<file path="config.mk">
export PLATFORM = sky130hd
export DESIGN_NAME = tone_pulse_generator
export DESIGN_NICKNAME = d
export VERILOG_FILES = /design/src/rtl/neptune_tone_pkg.sv /design/src/rtl/tone_period_lut.sv /design/src/rtl/tone_pulse_generator.sv
export SDC_FILE = /design/constraint.sdc
export NUM_CORES = 1
export LEC_CHECK = 0
export CAP_MARGIN = 20
export CORE_ASPECT_RATIO = 1.25
export CORE_MARGIN = 2
export CORE_UTILIZATION = 65
export CTS_CLUSTER_DIAMETER = 100
export DETAILED_ROUTE_END_ITERATION = 12
export DONT_BUFFER_PORTS = 1
export MAX_ROUTING_LAYER = met4
export PLACE_DENSITY_LB_ADDON = 0.08
export SLEW_MARGIN = 20
export SYNTH_ARGS = -nofsm -noshare
export SYNTH_HDL_FRONTEND = slang
export SYNTH_SLANG_ARGS = --single-unit
</file>
<file path="constraint.sdc">
create_clock -name clk -period 11.25 [get_ports clk]
set_input_delay 3.375 -clock clk [delete_from_list [all_inputs] [get_ports clk]]
set_output_delay 3.375 -clock clk [all_outputs]
set_load 0.01 [all_outputs]
</file>
<file path="src/rtl/neptune_tone_pkg.sv">
`default_nettype none
// ============================================================================
// Module      : neptune_tone_pkg
// Description : Shared constants for the tone pulse generator: note indices,
//               base half-period table at 1 MHz, detune shift and FSM state
//               encoding.
// Revision    : 1.0 - initial release
// ============================================================================
package neptune_tone_pkg;

    localparam logic [2:0] NOTE_E2   = 3'd0;
    localparam logic [2:0] NOTE_A2   = 3'd1;
    localparam logic [2:0] NOTE_D3   = 3'd2;
    localparam logic [2:0] NOTE_G3   = 3'd3;
    localparam logic [2:0] NOTE_B3   = 3'd4;
    localparam logic [2:0] NOTE_E4   = 3'd5;
    localparam logic [2:0] NUM_NOTES = 3'd6;

    // Detune step is base/128, i.e. roughly 0.78 % (about 13.5 cents) per LSB.
    localparam int DETUNE_SHIFT = 7;

    localparam logic [0:0] ST_IDLE = 1'b0;
    localparam logic [0:0] ST_RUN  = 1'b1;

    // Half-period of each open string in clock cycles at 1 MHz.
    function automatic logic [12:0] base_half_1mhz(input logic [2:0] note);
        logic [12:0] v;
        case (note)
            NOTE_E2: v = 13'd6067;
            NOTE_A2: v = 13'd4545;
            NOTE_D3: v = 13'd3405;
            NOTE_G3: v = 13'd2551;
            NOTE_B3: v = 13'd2025;
            NOTE_E4: v = 13'd1517;
            default: v = 13'd0;
        endcase
        return v;
    endfunction

endpackage
`default_nettype wire

</file>
<file path="src/rtl/tone_period_lut.sv">
`default_nettype none
// ============================================================================
// Module      : tone_period_lut
// Description : Combinational note-to-half-period lookup with clock scaling
//               and signed detune.
//   note_sel : note index (0..5 valid)
//   detune   : signed pitch offset in units of base>>7
//   half     : effective half-period in clock cycles
//   valid    : note_sel names a real string
// Revision    : 1.0 - initial release
// ============================================================================
module tone_period_lut
    import neptune_tone_pkg::*;
#(
    parameter int CLK_HZ   = 1_000_000,
    parameter int DIV_W    = 20,
    parameter int DETUNE_W = 4
) (
    input  logic [2:0]                 note_sel,
    input  logic signed [DETUNE_W-1:0] detune,
    output logic [DIV_W-1:0]           half,
    output logic                       valid
);

    localparam logic [DIV_W-1:0] c_SCALE = DIV_W'(CLK_HZ / 1_000_000);

    logic [DIV_W-1:0]        w_base;
    logic signed [DIV_W+1:0] w_base_s;
    logic signed [DIV_W+1:0] w_step_s;
    logic signed [DIV_W+1:0] w_det_s;
    logic signed [DIV_W+1:0] w_sum;

    always_comb begin
        w_base   = DIV_W'(base_half_1mhz(note_sel)) * c_SCALE;
        // Two guard bits keep the signed sum from wrapping before truncation.
        w_base_s = signed'({2'b00, w_base});
        w_step_s = signed'({2'b00, (w_base >> DETUNE_SHIFT)});
        w_det_s  = (DIV_W+2)'(detune);
        w_sum    = w_base_s + w_det_s * w_step_s;
        half     = w_sum[DIV_W-1:0];
        valid    = (note_sel < NUM_NOTES);
    end

endmodule
`default_nettype wire

</file>
<file path="src/rtl/tone_pulse_generator.sv">
`default_nettype none
// ============================================================================
// Module      : tone_pulse_generator
// Description : 50 %-duty square-wave source at a selectable guitar-string
//               pitch with detune. Config loaded while running is held
//               pending and applied only on a rising edge of pulse_out.
//   clk, rst    : clock, synchronous active-high reset
//   enable      : run request
//   load        : strobe sampling note_sel / detune
//   pulse_out   : square-wave output
//   period_done : strobe on each rising edge except the first
//   cfg_pending : a load awaits the next period boundary
//   load_err    : strobe for a load with an invalid note
//   active_note : note currently generated
// Revision    : 1.0 - initial release
// ============================================================================
module tone_pulse_generator
    import neptune_tone_pkg::*;
#(
    parameter int CLK_HZ   = 1_000_000,
    parameter int DIV_W    = 20,
    parameter int DETUNE_W = 4
) (
    input  logic                       clk,
    input  logic                       rst,
    input  logic                       enable,
    input  logic                       load,
    input  logic [2:0]                 note_sel,
    input  logic signed [DETUNE_W-1:0] detune,
    output logic                       pulse_out,
    output logic                       period_done,
    output logic                       cfg_pending,
    output logic                       load_err,
    output logic [2:0]                 active_note
);

    localparam logic [DIV_W-1:0] c_ONE = DIV_W'(1);

    logic [DIV_W-1:0] w_half;
    logic             w_valid;
    logic             w_load_ok;
    logic [DIV_W-1:0] w_start_half;

    logic [0:0]       r_state;
    logic [DIV_W-1:0] r_cnt;
    logic [DIV_W-1:0] r_cur_half;
    logic [DIV_W-1:0] r_pend_half;
    logic [2:0]       r_pend_note;
    logic [2:0]       r_active_note;
    logic             r_cfg_valid;
    logic             r_cfg_pending;
    logic             r_pulse;
    logic             r_period_done;
    logic             r_load_err;

    tone_period_lut #(
        .CLK_HZ   (CLK_HZ),
        .DIV_W    (DIV_W),
        .DETUNE_W (DETUNE_W)
    ) u_lut (
        .note_sel (note_sel),
        .detune   (detune),
        .half     (w_half),
        .valid    (w_valid)
    );

    assign w_load_ok    = load && w_valid;
    // A load arriving on the start cycle already owns the first high phase.
    assign w_start_half = w_load_ok ? w_half : r_cur_half;

    always_ff @(posedge clk) begin
        if (rst) begin
            r_state       <= ST_IDLE;
            r_cnt         <= '0;
            r_cur_half    <= '0;
            r_pend_half   <= '0;
            r_pend_note   <= '0;
            r_active_note <= '0;
            r_cfg_valid   <= 1'b0;
            r_cfg_pending <= 1'b0;
            r_pulse       <= 1'b0;
            r_period_done <= 1'b0;
            r_load_err    <= 1'b0;
        end else begin
            r_period_done <= 1'b0;
            r_load_err    <= load && !w_valid;

            case (r_state)
                ST_IDLE: begin
                    r_pulse <= 1'b0;
                    if (w_load_ok) begin
                        r_cur_half    <= w_half;
                        r_active_note <= note_sel;
                        r_cfg_valid   <= 1'b1;
                    end
                    if (enable && r_cfg_valid) begin
                        r_state <= ST_RUN;
                        r_pulse <= 1'b1;
                        r_cnt   <= w_start_half - c_ONE;
                    end
                end

                ST_RUN: begin
                    if (!enable) begin
                        r_state       <= ST_IDLE;
                        r_pulse       <= 1'b0;
                        r_cfg_pending <= 1'b0;
                        if (r_cfg_pending) begin
                            r_cur_half    <= r_pend_half;
                            r_active_note <= r_pend_note;
                        end
                        // A simultaneous load wins over the promoted value.
                        if (w_load_ok) begin
                            r_cur_half    <= w_half;
                            r_active_note <= note_sel;
                        end
                    end else begin
                        if (r_cnt != '0) begin
                            r_cnt <= r_cnt - c_ONE;
                        end else begin
                            r_pulse <= ~r_pulse;
                            if (!r_pulse) begin
                                r_period_done <= 1'b1;
                                if (r_cfg_pending) begin
                                    r_cur_half    <= r_pend_half;
                                    r_active_note <= r_pend_note;
                                    r_cfg_pending <= 1'b0;
                                    r_cnt         <= r_pend_half - c_ONE;
                                end else begin
                                    r_cnt <= r_cur_half - c_ONE;
                                end
                            end else begin
                                r_cnt <= r_cur_half - c_ONE;
                            end
                        end
                        // Placed last so a load on a boundary cycle stays pending.
                        if (w_load_ok) begin
                            r_pend_half   <= w_half;
                            r_pend_note   <= note_sel;
                            r_cfg_pending <= 1'b1;
                        end
                    end
                end

                default: begin
                    r_state <= ST_IDLE;
                    r_pulse <= 1'b0;
                end
            endcase
        end
    end

    assign pulse_out   = r_pulse;
    assign period_done = r_period_done;
    assign cfg_pending = r_cfg_pending;
    assign load_err    = r_load_err;
    assign active_note = r_active_note;

endmodule
`default_nettype wire

</file>
Yosys cells after proc, flatten, opt, wreduce, memory -nomap -nowiden
Index checks and enable logic that the tools add are counted.
W data, S select, Z words.
{ "classes": {"multipliers": 1, "magnitude_cmp": 1, "n_bitwise": 3, "addsub": 5, "div": 0, "reduce_logical": 13, "eq_ne": 12, "shifts": 0, "muxes": 32} }
{ "op_table": {"columns": ["op", "count"], "rows": [
  ["$mux W20", 11],
  ["$pmux W20 S2", 2],
  ["$sub A20 B1 Y20 const B", 4],
  ["$pmux W13 S6", 1],
  ["$add A14 B20 Y20", 1],
  ["$reduce_bool A20 Y1", 1],
  ["$mux W3", 6],
  ["$ne A3 B3 Y1 const B", 4],
  ["$mul A4 B7 Y11", 1],
  ["$mux W1", 9],
  ["$reduce_and A3 Y1", 3],
  ["$eq A3 B2 Y1 const B", 2],
  ["$eq A3 B3 Y1 const B", 2],
  ["$ne A2 B2 Y1 const B", 3],
  ["$pmux W3 S2", 1],
  ["$reduce_and A2 Y1", 3],
  ["$pmux W1 S2", 2],
  ["$reduce_or A4 Y1", 1],
  ["$eq A3 B1 Y1 const B", 1],
  ["$logic_and A1 B1 Y1", 3],
  ["$logic_not A3 Y1", 1],
  ["$lt A3 B3 Y1 const B", 1],
  ["$not A1 Y1", 3],
  ["$logic_not A1 Y1", 1]
]} }
{ "totals": {"ramBits": 0, "memories": 0, "mem_bits_ro": 0, "latch_bits": 0, "in_bits": 11, "reg_bits": 72, "out_inout_bits": 7, "wordCells": 78} }

Logic depth before layout (Yosys ltp)
Gate-level depths: netlist of the first run.
{ "logic_depth": {"depth_word": 8, "mapped_depth": 28, "mapped_depth_nobuf": 26} }

Hierarchy
Synthesis of the first run repeated with hierarchy kept, for this count alone.
{ "hier_totals": {"hier_cells": 956, "area_unflattened_um2": 7183.1} }
{ "by_module_without_submodules": {"columns": ["mod", "area_each_um2", "n_inst", "cells_each", "seq_area_each_um2"], "rows": [
  ["tone_pulse_generator", 5555.3, 1, 760, 1441.4],
  ["tone_period_lut", 1627.8, 1, 196, 0.0]
]} }

Worst setup path after synthesis of the first run
No wires, ideal clock.
{ "synth_timing": {"path_kind": "input-to-reg", "startpoint": "input port note_sel[1]", "endpoint": "register r_cnt[18]", "path_buffers": 2, "path_slack_ps": 981, "t_required_ps": 11135, "setup_ps": 115, "arrival_time_ps": 10155, "stages": 25, "path_cell_list": "clkbuf_1 > inv_1 > ha_1 > a311oi_1 > o21ai_0 > fa_1 > fa_1 > fa_1 > inv_1 > ha_1 > fa_1 > a21o_1 > a21oi_1 > xnor2_1 > ha_1 > buf_2 > a21o_1 > nor3_2 > a2111oi_0 > or3_1 > or4_1 > a2111oi_0 > nand4_1 > xnor2_1 > a2111oi_0"} }
{ "synth_between": {"elab_chain_cells": 8, "elab_cells_between_ends": 15, "cone_classes": "add/sub: 2; mul: 1; order compare: 1; eq/ne: 5; mux: 4; reduce/logical: 2"} }
{ "synth_rtl": {"columns": ["element", "line_no", "source"], "rows": [
  ["from (decl)", "tone_pulse_generator.sv:28", "input logic [2:0] note_sel,"],
  ["$eq A3 B3 Y1 (tied with other cells)", "neptune_tone_pkg.sv:28", "case (note)"],
  ["$pmux W13 S6", "neptune_tone_pkg.sv:28", null],
  ["$mul A4 B7 Y11", "tone_period_lut.sv:39", "w_sum = w_base_s + w_det_s * w_step_s;"],
  ["$add A14 B20 Y20", "tone_period_lut.sv:39", null],
  ["$mux W20 (*)", null, null],
  ["$sub A20 B1 Y20 (*)", "tone_pulse_generator.sv:99", "r_cnt <= w_start_half - c_ONE;"],
  ["$mux W20 (*)", "tone_pulse_generator.sv:96", "if (enable && r_cfg_valid) begin"],
  ["$pmux W20 S2 (*)", "tone_pulse_generator.sv:88", "case (r_state)"],
  ["to (signal assigned)", "tone_pulse_generator.sv:99", null],
  ["to (signal assigned)", "tone_pulse_generator.sv:119", "r_cnt <= r_cnt - c_ONE;"],
  ["to (signal assigned)", "tone_pulse_generator.sv:128", "r_cnt <= r_pend_half - c_ONE;"],
  ["to (decl)", "tone_pulse_generator.sv:45", "logic [DIV_W-1:0] r_cnt;"]
]} }
Mark *: on every way between the ends. The rest lies on a longest branch, timed or not. The select of a mux whose other input is x is not followed.
A chain may end at the register's enable or synchronous reset.

Worst setup path in the final report of the first run
Same ends and word-level chain as after synthesis.

==> results.cfg, run 1 <==
[outcome]
status = complete, no violations

[grt]
grt_max_degree = 72
grt_pass1_vias = 6742
antenna_found_initial = 0
grt_util_all_layers_pct = 36.3
grt_pass1_wl_um = 33900
grt-ovfl-total = 0

[floorplan]
num_io_pins = 18
die-width_um = 97.6
die_y_um = 121
die_area_um2 = 11800
rows = 42
core_um2 = 10600
start_util_pct = 67.1

[place]
io_buffers = 0
place_hpwl_um = 15000
gp_congestion = 0.926

[timing]
clock_skew_ns = 0.00801
fin_crit_sh_pct = 93.8
hold_viol_final = 0
rsz0062_at_grt = false
tightest_slew_ns = 0.958
fmaxAchievable_mhz = 94.8
slew_viol_final = 0
min_period_ns = 10.55
relSlewSlack_pct = 36.1
tns_ns = 0
finalSetupViolCount = 0

[synthesis]
synth-edff-count = 0
synth-seq-cells = 72
synth_area_leader_cell = dfxtp_1
ys_warn_count = 0
async_reset_ff_share_pct = 0
yosysSeqAreaShare_pct = 20.2
synth.top_cell.area_share_pct = 20.2
ys_types = 80
synth_area_um2 = 7120
netlist_instances = 972
synth_nets = 1038
synth_ff_type = dfxtp_1
synth_area_per_cell_um2 = 7.33
synth.area.top_cells = dfxtp_1, ha_1, nor2_1, a21oi_1, a211oi_1

[layout]
final_core_util_pct = 70.3
multi_input_area_um2 = 5330
drive_gt1_share_pct = 5.66
layout.nets = 997
antennaDiodeCount = 0
fillCellCount = 873
seq_area_um2 = 1440
syn_to_final_growth_pct = 4.69

[cts]
cts_hold_buffers = 0
cts_tree = done
clkSinkCount = 72
post_cts.repair.setup_buffers = 0
htree_num_levels = 3
cts_root_buf = clkbuf_16
clk_pin_slew_ns = 0.06
clock_latency_ns = 0.34
ctsResizeCount = 0
numCtsBuffers = 9
cts_buffer_depth = 2

[power]
clkPwrFrac_pct = 24.9
vdd_drop_max_mv = 0.128
p_sw_w = 0.000546
combPwrFrac_pct = 50.4
power.density_nw_per_um2 = 170
internal-power_w = 0.000723
seq_power_share_pct = 24.7
power_leakage_nw = 3.01
switching_share_pct = 43.0

[hold_path]
hold_start = r_pend_note[0]$_SDFFE_PP0P_
hp-class = reg2reg

[worst_setup_path]
critPathCapture = r_cnt[18]$_SDFFE_PP0P_
path_cells = inv_1 > ha_1 > a311oi_1 > o21ai_0 > fa_1 > fa_1 > fa_1 > inv_1 > ha_1 > fa_1 > a21o_1 > a21oi_1 > xnor2_1 > ha_1 > a21o_1 > nor3_2 > a2111oi_0 > or3_1 > or4_1 > a2111oi_0 > nand4_1 > xnor2_1 > a2111oi_0
r2r_setup_slack_ns = 7.33
worstSetupPathType = in2reg
crit_top_cell = fa_1
crit_arrival_ns = 10.75
worstSetupStartpoint = note_sel[1]
max_stage_delay_ns = 0.55
critPathMaxFanout = 12
crit_required_ns = 11.45
r2r_cells = 9
setup.worst_path.end_class = flop
slowest_stage = or4_1
r2r_start = r_cnt[8]$_SDFFE_PP0P_
r2r_end = active_note[1]$_SDFFE_PP0P_
start_kind = input pin

[route]
finalWirelength_um = 20700
final_antenna_net_count = 0
drt_iter0_markers = 751
wl_per_cell_um = 19.3
drt-vias-per-instance = 6.63
drcViolationCount = 0
via_count = 7081
dr.pass1.iters = 5

[flow_run]
maxCapViolCount = 0
[worst max-delay path: cells and delay by family]
kind,cells,cell delay [ns]
xor+xnor,2,0.33
compound gates,8,2.54
simple gates,4,1.53
fa+ha+maj,7,2.85
buf+inv,2,0.10
[registers in the layout (all words and copies together), names as in the netlist]
signal and count:
load_err 1, pulse_out 1, r_cur_half 20, period_done 1, r_pend_half 20, cfg_pending 1, r_state 1, r_cfg_valid 1
active_note 3, r_pend_note 3, r_cnt 20
[final cells by class]
class	instances	area share (%)
clock buffers	11	3.25
inverters	35	1.76
multi-input cells	804	71.4
clock inverters	5	1.07
flip-flops and latches	72	19.3
repair buffers	9	0.906
well taps	132	2.21
[cell families after synthesis]
group | synth area share [%]
flip-flops | 20.2
AND/OR/NAND/NOR | 25.6
multiplexers | 3.25
AO/OA/AOI/OAI | 25.2
buffers and inverters | 5.16
adder cells (fa/ha/maj) | 10.7
XOR/XNOR | 9.84
[synthesized netlist by cell type, types with 6 or more instances]
cell type / n
nor2_1: 141
nand2_1: 93
a21oi_1: 80
dfxtp_1: 72
a211oi_1: 51
clkbuf_1: 47
ha_1: 45
o21ai_0: 41
xnor2_1: 41
nor3_1: 34
xor2_1: 34
inv_1: 33
mux2i_1: 22
nand3_1: 18
or3_1: 15
nor4_1: 14
o211ai_1: 13
nor2b_1: 11
and2_1: 10
fa_1: 10
a21o_1: 9
buf_1: 8
nand2b_1: 8
nand4_1: 7
or4_1: 7
a221oi_1: 6
buf_2: 6
[placed cells by master, fill, tap and decap left out, types with 10 or more instances in the layout]
master    Yosys  routed
o211ai_1     13      13
nand3_1      18      17
ha_1         45      45
xnor2_1      41      41
nand2_1      93      93
dfxtp_1      72      71
nor4_1       14      14
o21ai_0      41      41
or3_1        15      15
mux2i_1      22      22
nor2b_1      11      10
inv_1        33      33
nor2_1      141     140
a211oi_1     51      51
nor3_1       34      34
a21oi_1      80      80
xor2_1       34      34
and2_1       10      10
fa_1         10      10
[worst min-delay path by stage]
stage                                             end  cells after the start
after global placement    r_pend_note[0]$_SDFFE_PP0P_                      2
after global routing      r_pend_note[0]$_SDFFE_PP0P_                      2
after floorplan           r_pend_note[0]$_SDFFE_PP0P_                      2
final                     r_pend_note[0]$_SDFFE_PP0P_                      2
after CTS                 r_pend_note[1]$_SDFFE_PP0P_                      2
after detailed placement  r_pend_note[1]$_SDFFE_PP0P_                      2
[per-layer routing]
| metal | global-route usage (%) | vias to the layer above | wire length (µm) |
|---|---|---|---|
| met5 | - | - | 0 |
| met4 | 14.8 | 0 | 669 |
| met3 | 3.57 | 59 | 1630 |
| met2 | 62.1 | 344 | 10100 |
| met1 | 44.1 | 3281 | 8220 |
| li1 | - | 3397 | - |
[power by group through the flow]
stage                     combinational [W]  sequential [W]  clock (W)
final                              0.000639        0.000314   0.000316
after global placement             0.000606        0.000316          0
after CTS                          0.000626        0.000312   0.000317
after floorplan                    0.000506        0.000303          0
after global routing               0.000701        0.000317   0.000325
after detailed placement           0.000620        0.000317          0
[per-stage QoR]
stage | std cells | cell area, µm² | setup WS (ns) | total power (W) | hold slack [ns]
floorplan | 972 | 7120 | 0.981 | 0.000809 | 0.431
global placement | 1052 | 7130 | 0.781 | 0.000921 | 0.434
detailed placement | 1052 | 7130 | 0.401 | 0.000938 | 0.436
CTS | 1068 | 7450 | 0.734 | 0.00126 | 0.445
global route | 1068 | 7460 | 0.145 | 0.00134 | 0.475
finish | 1068 | 7460 | 0.700 | 0.00127 | 0.443
Note: power is estimated with default switching activity, not from simulation.
==> run 2: changes to the inputs <==
Settings changed: CAP_MARGIN 20 to unset, SETUP_SLACK_MARGIN set to 0.4.
==> run 2 against run 1 <==
Effect of this change:
- power decreased by 0.18%
- final area rose by 0.10%
- hold slack about the same
- combinational power about the same
- cell count did not move
- highest routed layer unchanged
- maximum frequency rose by 2.0%
- clock power about the same
==> results.cfg, run 2 (synthesized netlist as in run 1, its figures left out) <==
[timing]
hold_viol_final = 0
clock_skew_ns = 0.00625
slew_viol_final = 0
min_period_ns = 10.34
tns_ns = 0
relSlewSlack_pct = 35.2
rsz0062_at_grt = false
finalSetupViolCount = 0
fmaxAchievable_mhz = 96.7
fin_crit_sh_pct = 91.9
tightest_slew_ns = 0.971

[worst_setup_path]
critPathTopFamily = adder cells
path_cells = inv_1 > ha_1 > a311oi_2 > o21ai_0 > fa_1 > fa_1 > fa_1 > inv_1 > ha_1 > fa_1 > a21o_1 > a21oi_1 > xnor2_1 > ha_1 > a21o_1 > nor3_2 > a2111oi_0 > or3_1 > or4_1 > a2111oi_1 > nand4_1 > xnor2_1 > a2111oi_0
worstSetupPathType = in2reg
setup.worst_path.end_class = flop
critical_path_buf_inv_count = 2
crit_required_ns = 11.45
critPathMaxFanout = 12
crit_arrival_ns = 10.54
max_stage_delay_ns = 0.54
crit_top_cell = fa_1
slowest_stage = fa_1
start_kind = input pin

[layout]
syn_to_final_growth_pct = 4.79
final_cell_mix = nor2_1, nand2_1, a21oi_1
instances_no_fill = 1068
layout.nets = 997
mostFrequentLayoutCell = nor2_1
drive_gt1_share_pct = 5.77
antennaDiodeCount = 0
top_regs = r_cnt (20), r_cur_half (20), r_pend_half (20)

[route]
drcViolationCount = 0
final_antenna_net_count = 0
finalWirelength_um = 20600
wl_per_cell_um = 19.3
via_count = 7144
drt_iter0_markers = 750
dr.pass1.iters = 6
drt-vias-per-instance = 6.69

[cts]
cts_buffer_depth = 2
cts_hold_buffers = 0
htree_num_levels = 3
numCtsBuffers = 9
cts_root_buf = clkbuf_16
clock_latency_ns = 0.34
post_cts.repair.setup_buffers = 0
clkSinkCount = 72
cts_tree = done
clk_pin_slew_ns = 0.06

[floorplan]
die_y_um = 121
rows = 42
num_io_pins = 18
die_area_um2 = 11800
start_util_pct = 67.1
core_um2 = 10600
die-width_um = 97.6

[grt]
grt-ovfl-total = 0
grt_max_degree = 72
grt_pass1_vias = 6742
antenna_found_initial = 0
grt_pass1_wl_um = 33900
grt_util_all_layers_pct = 36.3

[power]
vdd_drop_max_mv = 0.127
power_leakage_nw = 3.02
power.density_nw_per_um2 = 170

[place]
dpl.cell_count = 1052
gp_congestion = 0.926
io_buffers = 0
place_hpwl_um = 15000

[hold_path]
hp-class = reg2reg

[flow_run]
maxCapViolCount = 0

[outcome]
status = complete, no violations
[run 2: cell counts in the layout (fill, tap and decap cells not counted)]
No cell type changed its count.
[run 2: worst reg2reg max path: stages (launching register included)]
cell and delay [ns]:
dfxtp_1 0.37, or4_1 0.61, nor4_1 0.32, nand4b_1 0.22, or2_1 0.28, o21bai_2 0.13, buf_4 0.40, a21boi_1 0.67
o21ai_1 0.41, a221oi_1 0.38
[run 2: report_power, final]
part	total (W)	internal, W	switching, W	leakage, nW
combinational	0.000638	0.000246	0.000392	2.28
clock	0.000315	0.000200	0.000115	0.152
sequential	0.000313	0.000277	0.0000361	0.588
total	0.00127	0.000723	0.000543	3.02
[run 2: cell type report]
class	count	area [µm²]
flip-flops and latches	72	1440
clock buffers	11	243
fillers	872	3150
multi-input cells	804	5340
well taps	132	165
repair buffers	9	67.6
inverters	35	131
clock inverters	5	80.1
[run 2: layer usage]
metal,track usage (%),up-vias,wire [µm]
met1,44.1,3314,8170
met2,62.1,364,10300
li1,-,3406,-
met4,14.8,0,617
met3,3.57,60,1550
met5,-,-,0
[run 2: worst paths after layout]
check	from	to	slack (ns)	depth (start not counted)
worst max-delay path	note_sel[1]	r_cnt[18]$_SDFFE_PP0P_	0.91	23
worst min-delay path	r_pend_note[0]$_SDFFE_PP0P_	r_pend_note[0]$_SDFFE_PP0P_	0.44	2
worst max register to register	r_cnt[8]$_SDFFE_PP0P_	active_note[1]$_SDFFE_PP0P_	7.36	9
worst min register to register	r_pend_note[0]$_SDFFE_PP0P_	r_pend_note[0]$_SDFFE_PP0P_	0.44	2
[run 2: through the flow]
stage	total power, W	hold slack [ns]	setup slack (ns)	util [%]	area, µm²
after floorplan	0.000809	0.431	0.981	-	7120
after global placement	0.000921	0.434	0.781	67.2	7130
after detailed placement	0.000938	0.436	0.401	67.2	7130
after CTS	0.00126	0.445	0.734	70.2	7450
after global routing	0.00134	0.475	0.402	70.3	7470
final	0.00127	0.443	0.909	70.3	7470
[run 2: repair_timing]
item | 4_1_cts | 5_1_grt
gates resized for setup | 0 | 2
setup endpoints to repair | 0 | 1
endpoints found under the hold margin | 0 | 0
